### config.mk
export PLATFORM = sky130hd
export DESIGN_NAME = tt_um_emern_tri_setup_flat
export DESIGN_NICKNAME = d
export VERILOG_FILES = /design/src/rtl/tt_um_emern_tri_setup_pkg.sv /design/src/rtl/tt_um_emern_tri_setup_if.sv /design/src/rtl/tt_um_emern_smul7.sv /design/src/rtl/tt_um_emern_tri_setup.sv /design/src/flat_wrapper.sv
export SDC_FILE = /design/constraint.sdc
export NUM_CORES = 1
export LEC_CHECK = 0
export ABC_AREA = 1
export CAP_MARGIN = 20
export CORE_AREA = 8 8 164 104
export CTS_CLUSTER_DIAMETER = 60
export DETAILED_ROUTE_END_ITERATION = 7
export DIE_AREA = 0 0 172 112
export GPL_TIMING_DRIVEN = 0
export PLACE_DENSITY_LB_ADDON = 0.25
export SETUP_SLACK_MARGIN = 0.4
export SYNTH_ARGS = -nofsm -noshare
export SYNTH_HDL_FRONTEND = slang
export SYNTH_SLANG_ARGS = --single-unit
### constraint.sdc
create_clock -name clk -period 9.3 [get_ports clk]
set_input_delay 0.93 -clock clk [delete_from_list [all_inputs] [get_ports clk]]
set_output_delay 0.93 -clock clk [all_outputs]
set_load 0.01 [all_outputs]
### src/rtl/tt_um_emern_tri_setup_pkg.sv
// Shared widths, screen limits, FSM state encoding and delta helper for the triangle setup stage.
package tt_um_emern_tri_setup_pkg;

  localparam int unsigned COORD_W  = 6;
  localparam int unsigned X_W      = COORD_W;
  localparam int unsigned Y_W      = COORD_W;
  localparam int unsigned DELTA_W  = 7;
  localparam int unsigned PROD_W   = 2 * DELTA_W;
  localparam int unsigned DET_W    = 13;
  localparam int unsigned SCREEN_W = 64;
  localparam int unsigned SCREEN_H = 48;

  typedef enum logic [1:0] {
    ST_IDLE = 2'd0,
    ST_MUL0 = 2'd1,
    ST_MUL1 = 2'd2,
    ST_DONE = 2'd3
  } state_e;

  // a - b of two unsigned coordinates; the low 7 bits of a zero-extended subtract.
  function automatic logic signed [DELTA_W-1:0] delta7(input logic [COORD_W-1:0] a,
                                                       input logic [COORD_W-1:0] b);
    return {1'b0, a} - {1'b0, b};
  endfunction

endpackage

### src/rtl/tt_um_emern_tri_setup_if.sv
// Vertex-in / determinant-out handshake bundle between the setup stage and its neighbours.
interface tt_um_emern_tri_setup_if;
  import tt_um_emern_tri_setup_pkg::*;

  logic                      in_valid;
  logic                      in_ready;
  logic [X_W-1:0]            x0, x1, x2;
  logic [Y_W-1:0]            y0, y1, y2;
  logic                      out_valid;
  logic                      out_ready;
  logic signed [DET_W-1:0]   determinant;
  logic signed [DELTA_W-1:0] dx10, dy10, dx20, dy20;
  logic                      degenerate;
  logic                      cull;

  modport master (
    output in_valid, x0, x1, x2, y0, y1, y2, out_ready,
    input  in_ready, out_valid, determinant, dx10, dy10, dx20, dy20, degenerate, cull
  );

  modport slave (
    input  in_valid, x0, x1, x2, y0, y1, y2, out_ready,
    output in_ready, out_valid, determinant, dx10, dy10, dx20, dy20, degenerate, cull
  );

endinterface

### src/rtl/tt_um_emern_smul7.sv
// Signed 7x7 -> 14 multiplier with registered operands; the parent muxes operands each cycle.
module tt_um_emern_smul7
  import tt_um_emern_tri_setup_pkg::*;
(
  input  logic                      clk,
  input  logic                      rst,
  input  logic signed [DELTA_W-1:0] a,
  input  logic signed [DELTA_W-1:0] b,
  output logic signed [PROD_W-1:0]  prod_c
);

  logic signed [DELTA_W-1:0] a_q, a_d;
  logic signed [DELTA_W-1:0] b_q, b_d;
  logic signed [PROD_W-1:0]  a_ext;
  logic signed [PROD_W-1:0]  b_ext;

  always_comb begin
    a_d = a;
    b_d = b;
  end

  always_ff @(posedge clk) begin
    if (rst) begin
      a_q <= '0;
      b_q <= '0;
    end else begin
      a_q <= a_d;
      b_q <= b_d;
    end
  end

  // Sign-extend to product width so the low 14 bits are the exact signed product.
  assign a_ext  = PROD_W'(a_q);
  assign b_ext  = PROD_W'(b_q);
  assign prod_c = a_ext * b_ext;

endmodule

### src/rtl/tt_um_emern_tri_setup.sv
// Triangle setup: edge deltas and signed determinant via one shared multiplier over two cycles.
// Optional macro TRI_SETUP_BACKFACE_CULL_EN drops negative-determinant triangles with a cull pulse.
module tt_um_emern_tri_setup
  import tt_um_emern_tri_setup_pkg::*;
(
  input  logic                     clk,
  input  logic                     rst,
  tt_um_emern_tri_setup_if.slave   bus
);

  state_e                    state_q, state_d;
  logic                      in_ready_q, in_ready_d;
  logic                      out_valid_q, out_valid_d;
  logic                      degenerate_q, degenerate_d;
  logic                      cull_q, cull_d;
  logic signed [DET_W-1:0]   det_q, det_d;
  logic signed [DELTA_W-1:0] dx10_q, dx10_d;
  logic signed [DELTA_W-1:0] dy10_q, dy10_d;
  logic signed [DELTA_W-1:0] dx20_q, dx20_d;
  logic signed [DELTA_W-1:0] dy20_q, dy20_d;
  logic signed [PROD_W-1:0]  p0_q, p0_d;

  logic signed [DELTA_W-1:0] new_dx10, new_dy10, new_dx20, new_dy20;
  logic signed [DELTA_W-1:0] mul_a, mul_b;
  logic signed [PROD_W-1:0]  prod_c;
  logic signed [PROD_W-1:0]  diff;

  assign new_dx10 = delta7(bus.x1, bus.x0);
  assign new_dy10 = delta7(bus.y1, bus.y0);
  assign new_dx20 = delta7(bus.x2, bus.x0);
  assign new_dy20 = delta7(bus.y2, bus.y0);

  tt_um_emern_smul7 u_mul (
    .clk    (clk),
    .rst    (rst),
    .a      (mul_a),
    .b      (mul_b),
    .prod_c (prod_c)
  );

  assign diff = p0_q - prod_c;

  // Next-state and output logic; operands are loaded one cycle ahead of their product.
  always_comb begin
    state_d      = state_q;
    out_valid_d  = out_valid_q;
    degenerate_d = 1'b0;
    cull_d       = 1'b0;
    det_d        = det_q;
    dx10_d       = dx10_q;
    dy10_d       = dy10_q;
    dx20_d       = dx20_q;
    dy20_d       = dy20_q;
    p0_d         = p0_q;
    mul_a        = dx20_q;
    mul_b        = dy10_q;

    case (state_q)
      ST_IDLE: begin
        mul_a = new_dx10;
        mul_b = new_dy20;
        if (bus.in_valid) begin
          dx10_d  = new_dx10;
          dy10_d  = new_dy10;
          dx20_d  = new_dx20;
          dy20_d  = new_dy20;
          state_d = ST_MUL0;
        end
      end
      ST_MUL0: begin
        p0_d    = prod_c;
        state_d = ST_MUL1;
      end
      ST_MUL1: begin
        det_d = diff[DET_W-1:0];
        if (diff == '0) begin
          degenerate_d = 1'b1;
          state_d      = ST_IDLE;
        end
`ifdef TRI_SETUP_BACKFACE_CULL_EN
        else if (diff[PROD_W-1]) begin
          cull_d  = 1'b1;
          state_d = ST_IDLE;
        end
`endif
        else begin
          out_valid_d = 1'b1;
          state_d     = ST_DONE;
        end
      end
      ST_DONE: begin
        if (bus.out_ready) begin
          out_valid_d = 1'b0;
          state_d     = ST_IDLE;
        end
      end
      default: begin
        out_valid_d = 1'b0;
        state_d     = ST_IDLE;
      end
    endcase

    in_ready_d = (state_d == ST_IDLE);
  end

  always_ff @(posedge clk) begin
    if (rst) begin
      state_q      <= ST_IDLE;
      in_ready_q   <= 1'b1;
      out_valid_q  <= 1'b0;
      degenerate_q <= 1'b0;
      cull_q       <= 1'b0;
      det_q        <= '0;
      dx10_q       <= '0;
      dy10_q       <= '0;
      dx20_q       <= '0;
      dy20_q       <= '0;
      p0_q         <= '0;
    end else begin
      state_q      <= state_d;
      in_ready_q   <= in_ready_d;
      out_valid_q  <= out_valid_d;
      degenerate_q <= degenerate_d;
      cull_q       <= cull_d;
      det_q        <= det_d;
      dx10_q       <= dx10_d;
      dy10_q       <= dy10_d;
      dx20_q       <= dx20_d;
      dy20_q       <= dy20_d;
      p0_q         <= p0_d;
    end
  end

  assign bus.in_ready    = in_ready_q;
  assign bus.out_valid   = out_valid_q;
  assign bus.degenerate  = degenerate_q;
  assign bus.cull        = cull_q;
  assign bus.determinant = det_q;
  assign bus.dx10        = dx10_q;
  assign bus.dy10        = dy10_q;
  assign bus.dx20        = dx20_q;
  assign bus.dy20        = dy20_q;

endmodule

### src/flat_wrapper.sv
// flat-port wrapper written by rule: the top's interface ports become plain ports
module tt_um_emern_tri_setup_flat import tt_um_emern_tri_setup_pkg::*;
  (clk, rst, bus_in_valid, bus_x0, bus_x1, bus_x2, bus_y0, bus_y1, bus_y2, bus_out_ready, bus_in_ready, bus_out_valid, bus_determinant, bus_dx10, bus_dy10, bus_dx20, bus_dy20, bus_degenerate, bus_cull);
  tt_um_emern_tri_setup_if bus_i ();
  input  logic clk;
  input  logic rst;
  input wire logic [$bits(bus_i.in_valid)-1:0] bus_in_valid;
  input wire logic [$bits(bus_i.x0)-1:0] bus_x0;
  input wire logic [$bits(bus_i.x1)-1:0] bus_x1;
  input wire logic [$bits(bus_i.x2)-1:0] bus_x2;
  input wire logic [$bits(bus_i.y0)-1:0] bus_y0;
  input wire logic [$bits(bus_i.y1)-1:0] bus_y1;
  input wire logic [$bits(bus_i.y2)-1:0] bus_y2;
  input wire logic [$bits(bus_i.out_ready)-1:0] bus_out_ready;
  output wire logic [$bits(bus_i.in_ready)-1:0] bus_in_ready;
  output wire logic [$bits(bus_i.out_valid)-1:0] bus_out_valid;
  output wire logic [$bits(bus_i.determinant)-1:0] bus_determinant;
  output wire logic [$bits(bus_i.dx10)-1:0] bus_dx10;
  output wire logic [$bits(bus_i.dy10)-1:0] bus_dy10;
  output wire logic [$bits(bus_i.dx20)-1:0] bus_dx20;
  output wire logic [$bits(bus_i.dy20)-1:0] bus_dy20;
  output wire logic [$bits(bus_i.degenerate)-1:0] bus_degenerate;
  output wire logic [$bits(bus_i.cull)-1:0] bus_cull;
  assign bus_i.in_valid = bus_in_valid;
  assign bus_i.x0 = bus_x0;
  assign bus_i.x1 = bus_x1;
  assign bus_i.x2 = bus_x2;
  assign bus_i.y0 = bus_y0;
  assign bus_i.y1 = bus_y1;
  assign bus_i.y2 = bus_y2;
  assign bus_i.out_ready = bus_out_ready;
  assign bus_in_ready = bus_i.in_ready;
  assign bus_out_valid = bus_i.out_valid;
  assign bus_determinant = bus_i.determinant;
  assign bus_dx10 = bus_i.dx10;
  assign bus_dy10 = bus_i.dy10;
  assign bus_dx20 = bus_i.dx20;
  assign bus_dy20 = bus_i.dy20;
  assign bus_degenerate = bus_i.degenerate;
  assign bus_cull = bus_i.cull;
  tt_um_emern_tri_setup u_core (.clk(clk), .rst(rst), .bus(bus_i));
endmodule
==> flow_summary.yaml, run 1 <==
status:
  status: "finished, final reports clean"
routing:
  ant_nets: 0
  drtPass1Iterations: 8
  viasPerCell: 4.831
  drcViolationCount: 0
  vias: 5730
  totalWireLength_mm: 16.35
  drt_iter0_drc: 433
  wl_per_cell_um: 13.78
clocking:
  clock_latency_ns: 0.33
  postCtsHoldBufs: 0
  cts.sinks: 74
  cts_made_buffers: 9
  cts_tree: "done"
  clock-root-buffer: "clkbuf_16"
  postCtsSetupRepairBufs: 0
  ctsResizeCount: 0
  clk_pin_slew_ns: 0.06
  htree_levels: 3
  clockBufferDepth: 2
synth:
  synth.area.top_cells: "dfxtp_1, fa_1, ha_1"
  netlist.area_leader.share: 0.2307
  synthCells: 884
  ys_types: 37
  syn_avg_cell_area_um2: 7.265
  synth-edff-count: 0
  ys.warnings.count: 0
  synth_nets: 1033
  yosysSeqAreaShare: 0.2307
  synthesis.area_um2: 6422
  synth_most_common_cell: "inv_1"
  ys_top_cells_by_count: "inv_1, nand2_1, dfxtp_1"
  synthArstFlopShare: 0
  synth_top_cell_by_area: "dfxtp_1"
  ys_ff_latch: 74
  synthFlopType: "dfxtp_1"
die:
  num_io_pins: 85
  core_area_um2: 14800
  start_util: 0.4339
  dieHeight_um: 112
  dieArea_um2: 19260
  die_w_um: 172
  rows: 35
sta:
  finalSetupViolations: 0
  min_period_over_period: 0.6751
  slew_viol_final: 0
  finalWorstSetupSlack_ns: 3.022
  hold_viol_final: 0
  finalCriticalPeriod_ns: 6.278
  finalSetupTns_ns: 0
  skew_ns: 0.008127
  slew_headroom: 0.5711
  tightest_slew_ns: 0.6409
  fmax_mhz: 159.3
  rsz0062_at_grt: "false"
finish:
  layout.nets: 1127
  antennaDiodeCount: 0
  stdcell_area_um2: 7796
  syn2layout_area_growth_pct: 21.39
  drive_gt1_frac: 0.04985
grt:
  top_usage_layer: "met1"
  antenna_found_initial: 0
  grtUsageMet1: 0.2666
  grt_use_total: 0.1740
  grt-ovfl-total: 0
  grt_max_degree: 15
  met3_usage: 0.06219
  grt_pass1_vias: 5522
  use_met2: 0.2237
  grt_pass1_wl_mm: 27.02
place:
  dp.final_hpwl_mm: 13.64
  place_ws_ns: 3.076
  placed_cell_area_um2: 7507
  gp_congestion: 0.8632
  portBuffers: 83
critical_path:
  worstPathMaxFanout: 7
  arrival_ns: 6.48
  cp-start-kind: "flop"
  critPathCaptureType: "flop"
  path_class: "reg -> reg"
  worstPathRequired_ns: 9.50
power_and_ir_drop:
  p_seq_frac: 0.236
  clock_power_share: 0.196
  p_comb_frac: 0.569
  peakVddDrop_mv: 0.1087
  p_int_uw: 914.8
  p_sw_uw: 795.5
  leakage_uw: 0.004107
  power_density_nw_per_um2: 219.4
  switching_share: 0.4651
run:
  maxCapViolCount: 0
worst_hold_path:
  hp-class: "reg -> reg"
## final cells by class
cell class                      count  area [um2]
Fill cell                        1458        7005
Multi-Input combinational cell    581        4078
Sequential cell                    74        1481
Timing Repair Buffer               83       830.8
Inverter                          211       792.0
Tap cell                          203       254.0
Clock buffer                       10       239.0
Buffer                             18       71.32
Clock inverter                      6       50.05
## worst max-delay path: stages (launching register included)
cell      delay, ns
dfxtp_1        0.38
inv_1          0.12
or2_2          0.31
fa_1           0.52
fa_1           0.58
inv_1          0.06
fa_1           0.53
inv_1          0.05
fa_1           0.52
inv_1          0.04
ha_1           0.39
nand2_1        0.08
nand2_1        0.10
a31oi_1        0.07
o21ai_0        0.35
a31oi_1        0.16
xnor2_1        0.16
inv_1          0.07
ha_1           0.35
inv_1          0.07
nor3_1         0.25
nand3_1        0.12
nand4_1        0.12
xnor2_1        0.19
nand2_1        0.15
o21bai_2       0.30
a21oi_1        0.11
## registers in the layout (all words and copies together), names as in the netlist
register	flops
u_core.p0_q	14
u_core.bus.determinant	13
u_core.bus.dx10	7
u_core.bus.dx20	7
u_core.bus.dy10	7
u_core.bus.dy20	7
u_core.u_mul.a_q	7
u_core.u_mul.b_q	7
u_core.state_q	2
u_core.bus.degenerate	1
u_core.bus.in_ready	1
u_core.bus.out_valid	1
## routing by layer
| layer | vias to the layer above | part of all wire |
|---|---|---|
| met1 | 2601 | 0.55 |
| met3 | 12 | 0.077 |
| li1 | 2967 | - |
| met2 | 150 | 0.37 |
| met4 | 0 | 0.0074 |
| met5 | - | 0 |
## cell families after synthesis
logic type                 count (synthesis)  share of synthesized area
buffers and inverters                    229                     0.1344
AOI/OAI and AO/OA                        158                     0.1403
and+or+nand+nor                          286                     0.1923
xor gates and xnor gates                  27                    0.03799
DFF                                       74                     0.2307
adders and majority gates                109                     0.2638
other                                      1                  0.0005839
## layout by cell type (no fill, tap or decap), types with 5 or more instances in the layout
master | netlist | layout
a21oi_1 | 60 | 60
clkbuf_1 | 17 | 17
clkbuf_16 | 0 | 9
clkdlybuf4s50_1 | 0 | 83
dfxtp_1 | 74 | 74
fa_1 | 44 | 44
ha_1 | 65 | 65
inv_1 | 205 | 205
nand2_1 | 172 | 172
nand2_2 | 10 | 10
nand3_1 | 41 | 41
nand4_1 | 7 | 7
nor2_1 | 38 | 38
o211ai_1 | 21 | 21
o21ai_0 | 51 | 51
o22ai_1 | 5 | 5
or2_2 | 6 | 6
xnor2_1 | 6 | 6
xor2_1 | 20 | 20
## path summary, 6_finish.rpt
path	start	cells past startpoint	slack [ns]	to
max	u_core.u_mul.b_q[6]	26	3.02	u_core.state_q[0]
min	u_core.bus.out_valid	2	0.48	u_core.bus.out_valid
max reg2reg	u_core.u_mul.b_q[6]	26	3.02	u_core.state_q[0]
min reg2reg	u_core.bus.out_valid	2	0.48	u_core.bus.out_valid
## power groups by stage
stage / Clock (uW) / Sequential (uW) / Combinational [uW]
after global routing: 353 / 409 / 1110
after floorplan: 0 / 406 / 701
after CTS: 339 / 402 / 969
after global placement: 0 / 408 / 949
final: 334 / 403 / 973
after detailed placement: 0 / 408 / 963
## metrics by stage
stage	power (uW)	hold WS (ns)	instances	util
floorplan	1107	0.4714	884	-
global placement	1358	0.4744	1170	0.5072
detailed placement	1371	0.4776	1170	0.5072
CTS	1710	0.4868	1186	0.5267
global route	1868	0.5204	1186	0.5267
finish	1710	0.4822	1186	0.5267
No activity file was read; power rests on OpenSTA's default activity.
==> run 2, diff against run 1 <==
Clock period 9.3 ns to 6.4 ns, I/O delays scaled along.
==> run 2 against run 1 <==
Effect of this change:
- fmax up 10%
- routed wire length up 1.9%
- sequential share of layout area down 0.22 points
- critical endpoint unchanged
- non-clock buffer count up 3
- global-route usage about the same
- power up 53%
- die area unchanged
==> flow_summary.yaml, run 2 (synthesis results as in run 1) <==
status:
  status: "finished, final reports clean"
worst_hold_path:
  hp-class: "reg -> reg"
  min_from: "u_core.bus.out_valid"
  min_to: "u_core.bus.out_valid"
  hold_depth: 2
critical_path:
  reg2reg_depth: 26
  rrSetupSlack_ns: 0.70
  cp-start-kind: "flop"
  critPathCaptureType: "flop"
  critPathSlowestCell: "fa_1"
  path_class: "reg -> reg"
  r2r-start: "u_core.u_mul.b_q[6]"
  worst-path-buf-inv: 5
  crit_family: "adder cells"
  r2r-end: "u_core.state_q[0]"
  arrival_ns: 5.90
  cpPeakStageDelay_ns: 0.57
  worstPathRequired_ns: 6.60
  worstPathMaxFanout: 7
sta:
  slew_headroom: 0.5680
  fmax_mhz: 175.5
  tightest_slew_ns: 0.6456
  finalSetupTns_ns: 0
  slew_viol_final: 0
  hold_viol_final: 0
  finalSetupViolations: 0
  finalCriticalPeriod_ns: 5.699
  min_period_over_period: 0.8904
  rsz0062_at_grt: "false"
  skew_ns: 0.008944
  finalWorstSetupSlack_ns: 0.7013
grt:
  grt_max_degree: 15
  antenna_found_initial: 0
  grt_pass1_vias: 5521
  grt-ovfl-total: 0
  grt_pass1_wl_mm: 27.04
  grt_use_total: 0.1742
finish:
  layout.nets: 1130
  syn2layout_area_growth_pct: 23.36
  drive_gt1_frac: 0.07606
  final_cells: 1189
  antennaDiodeCount: 0
  largest_register: "u_core.p0_q"
  largest_reg_flops: 14
  final_cell_mix: "inv_1, nand2_1, clkdlybuf4s50_1"
  final_common_cell: "inv_1"
die:
  dieHeight_um: 112
  core_area_um2: 14800
  rows: 35
  dieArea_um2: 19260
  die_w_um: 172
  start_util: 0.4339
  num_io_pins: 85
run:
  maxCapViolCount: 0
routing:
  drcViolationCount: 0
  totalWireLength_mm: 16.65
  wl_per_cell_um: 14.00
  vias: 5746
  viasPerCell: 4.833
  ant_nets: 0
  drt_iter0_drc: 436
  drtPass1Iterations: 7
power_and_ir_drop:
  p_comb_frac: 0.589
  peakVddDrop_mv: 0.1608
  p_seq_frac: 0.225
  leakage_uw: 0.004129
  p_int_uw: 1400
  clock_power_share: 0.186
  power_density_nw_per_um2: 329.9
  switching_share: 0.4644
  p_sw_uw: 1214
clocking:
  cts.sinks: 74
  cts_made_buffers: 9
  clock-root-buffer: "clkbuf_16"
  postCtsHoldBufs: 0
  clock_latency_ns: 0.34
  clockBufferDepth: 2
  clk_pin_slew_ns: 0.06
  htree_levels: 3
  cts_tree: "done"
place:
  placedCellCount: 1170
  portBuffers: 83
  dp.final_hpwl_mm: 13.64
  gp_congestion: 0.8632
  place_ws_ns: 0.1760
[run 2: changes by cell type in the layout (fill, tap and decap cells not counted), sizes merged]
| cell | change |
|---|---|
| buf | +3 |
[run 2: what timing repair did]
item / CTS / global route
gates resized for setup: 6 / 20
buffers inserted: 0 / 3
endpoints found under the setup margin: 4 / 7
pin swaps: 2 / 13
[run 2: power groups by stage]
stage                     Sequential (uW)  Clock [uW]  Combinational, uW
final                                 588         487               1540
after global routing                  596         513               1730
after CTS                             584         493               1420
after detailed placement              593           0               1400
after global placement                593           0               1380
after floorplan                       590           0               1020
[run 2: area by class of cell]
| type | count | area [um2] |
|---|---|---|
| fill | 1442 | 6879 |
| multi-input combinational | 581 | 4175 |
| sequential | 74 | 1488 |
| timing repair buffer | 86 | 853.3 |
| inverter | 211 | 792.0 |
| tap | 203 | 254.0 |
| clock buffer | 10 | 239.0 |
| buffer | 18 | 71.32 |
| clock inverter | 6 | 50.05 |
[run 2: per-stage QoR]
step | power, uW | util | instance area, um2 | hold slack [ns]
after floorplan | 1609 | - | 6422 | 0.4714
after global placement | 1973 | 0.5072 | 7507 | 0.4744
after detailed placement | 1993 | 0.5072 | 7507 | 0.4776
after CTS | 2495 | 0.5283 | 7820 | 0.4868
after global routing | 2840 | 0.5352 | 7923 | 0.5204
final | 2614 | 0.5352 | 7923 | 0.4858
[run 2: how the worst max path moves through the flow]
stage	end	from	depth (start not counted)	slack [ns]
4_1_cts	u_core.state_q[0]	u_core.u_mul.b_q[6]	26	0.41
5_1_grt	u_core.bus.out_valid	u_core.u_mul.a_q[4]	28	0.34
6_report	u_core.state_q[0]	u_core.u_mul.b_q[6]	26	0.70
2_1_floorplan	u_core.bus.out_valid	u_core.u_mul.b_q[6]	26	0.92
3_5_place_dp	u_core.state_q[0]	u_core.u_mul.b_q[6]	26	0.18
3_3_place_gp	u_core.state_q[0]	u_core.u_mul.b_q[6]	26	0.22
[run 2: metal layers]
metal  part of all wire  GRT usage  up-vias
li1                   -          -     2970
met1               0.54     0.2670     2613
met2               0.37     0.2237      148
met3              0.076    0.06219       15
met4              0.011    0.03490        0
met5                  0          0        -
[run 2: tightest hold or removal path, delay by kind of cell (launching register included)]
family	cells	cell delay, ns
AO/OA/AOI/OAI	2	0.12
flip-flops	1	0.32
==> run 3, diff against run 2 <==
==> constraint.sdc (replaced) <==
create_clock -name clk -period 6.4 [get_ports clk]
set_input_delay 0.64 -clock clk [delete_from_list [all_inputs] [get_ports clk]]
set_output_delay 0.64 -clock clk [all_outputs]
set_load 0.02 [all_outputs]
==> results of run 3 <==
Same layout as run 2 (identical final DEF). Status: finished, final reports clean.
Among the figures that moved: total power 2614 uW -> 2640 uW
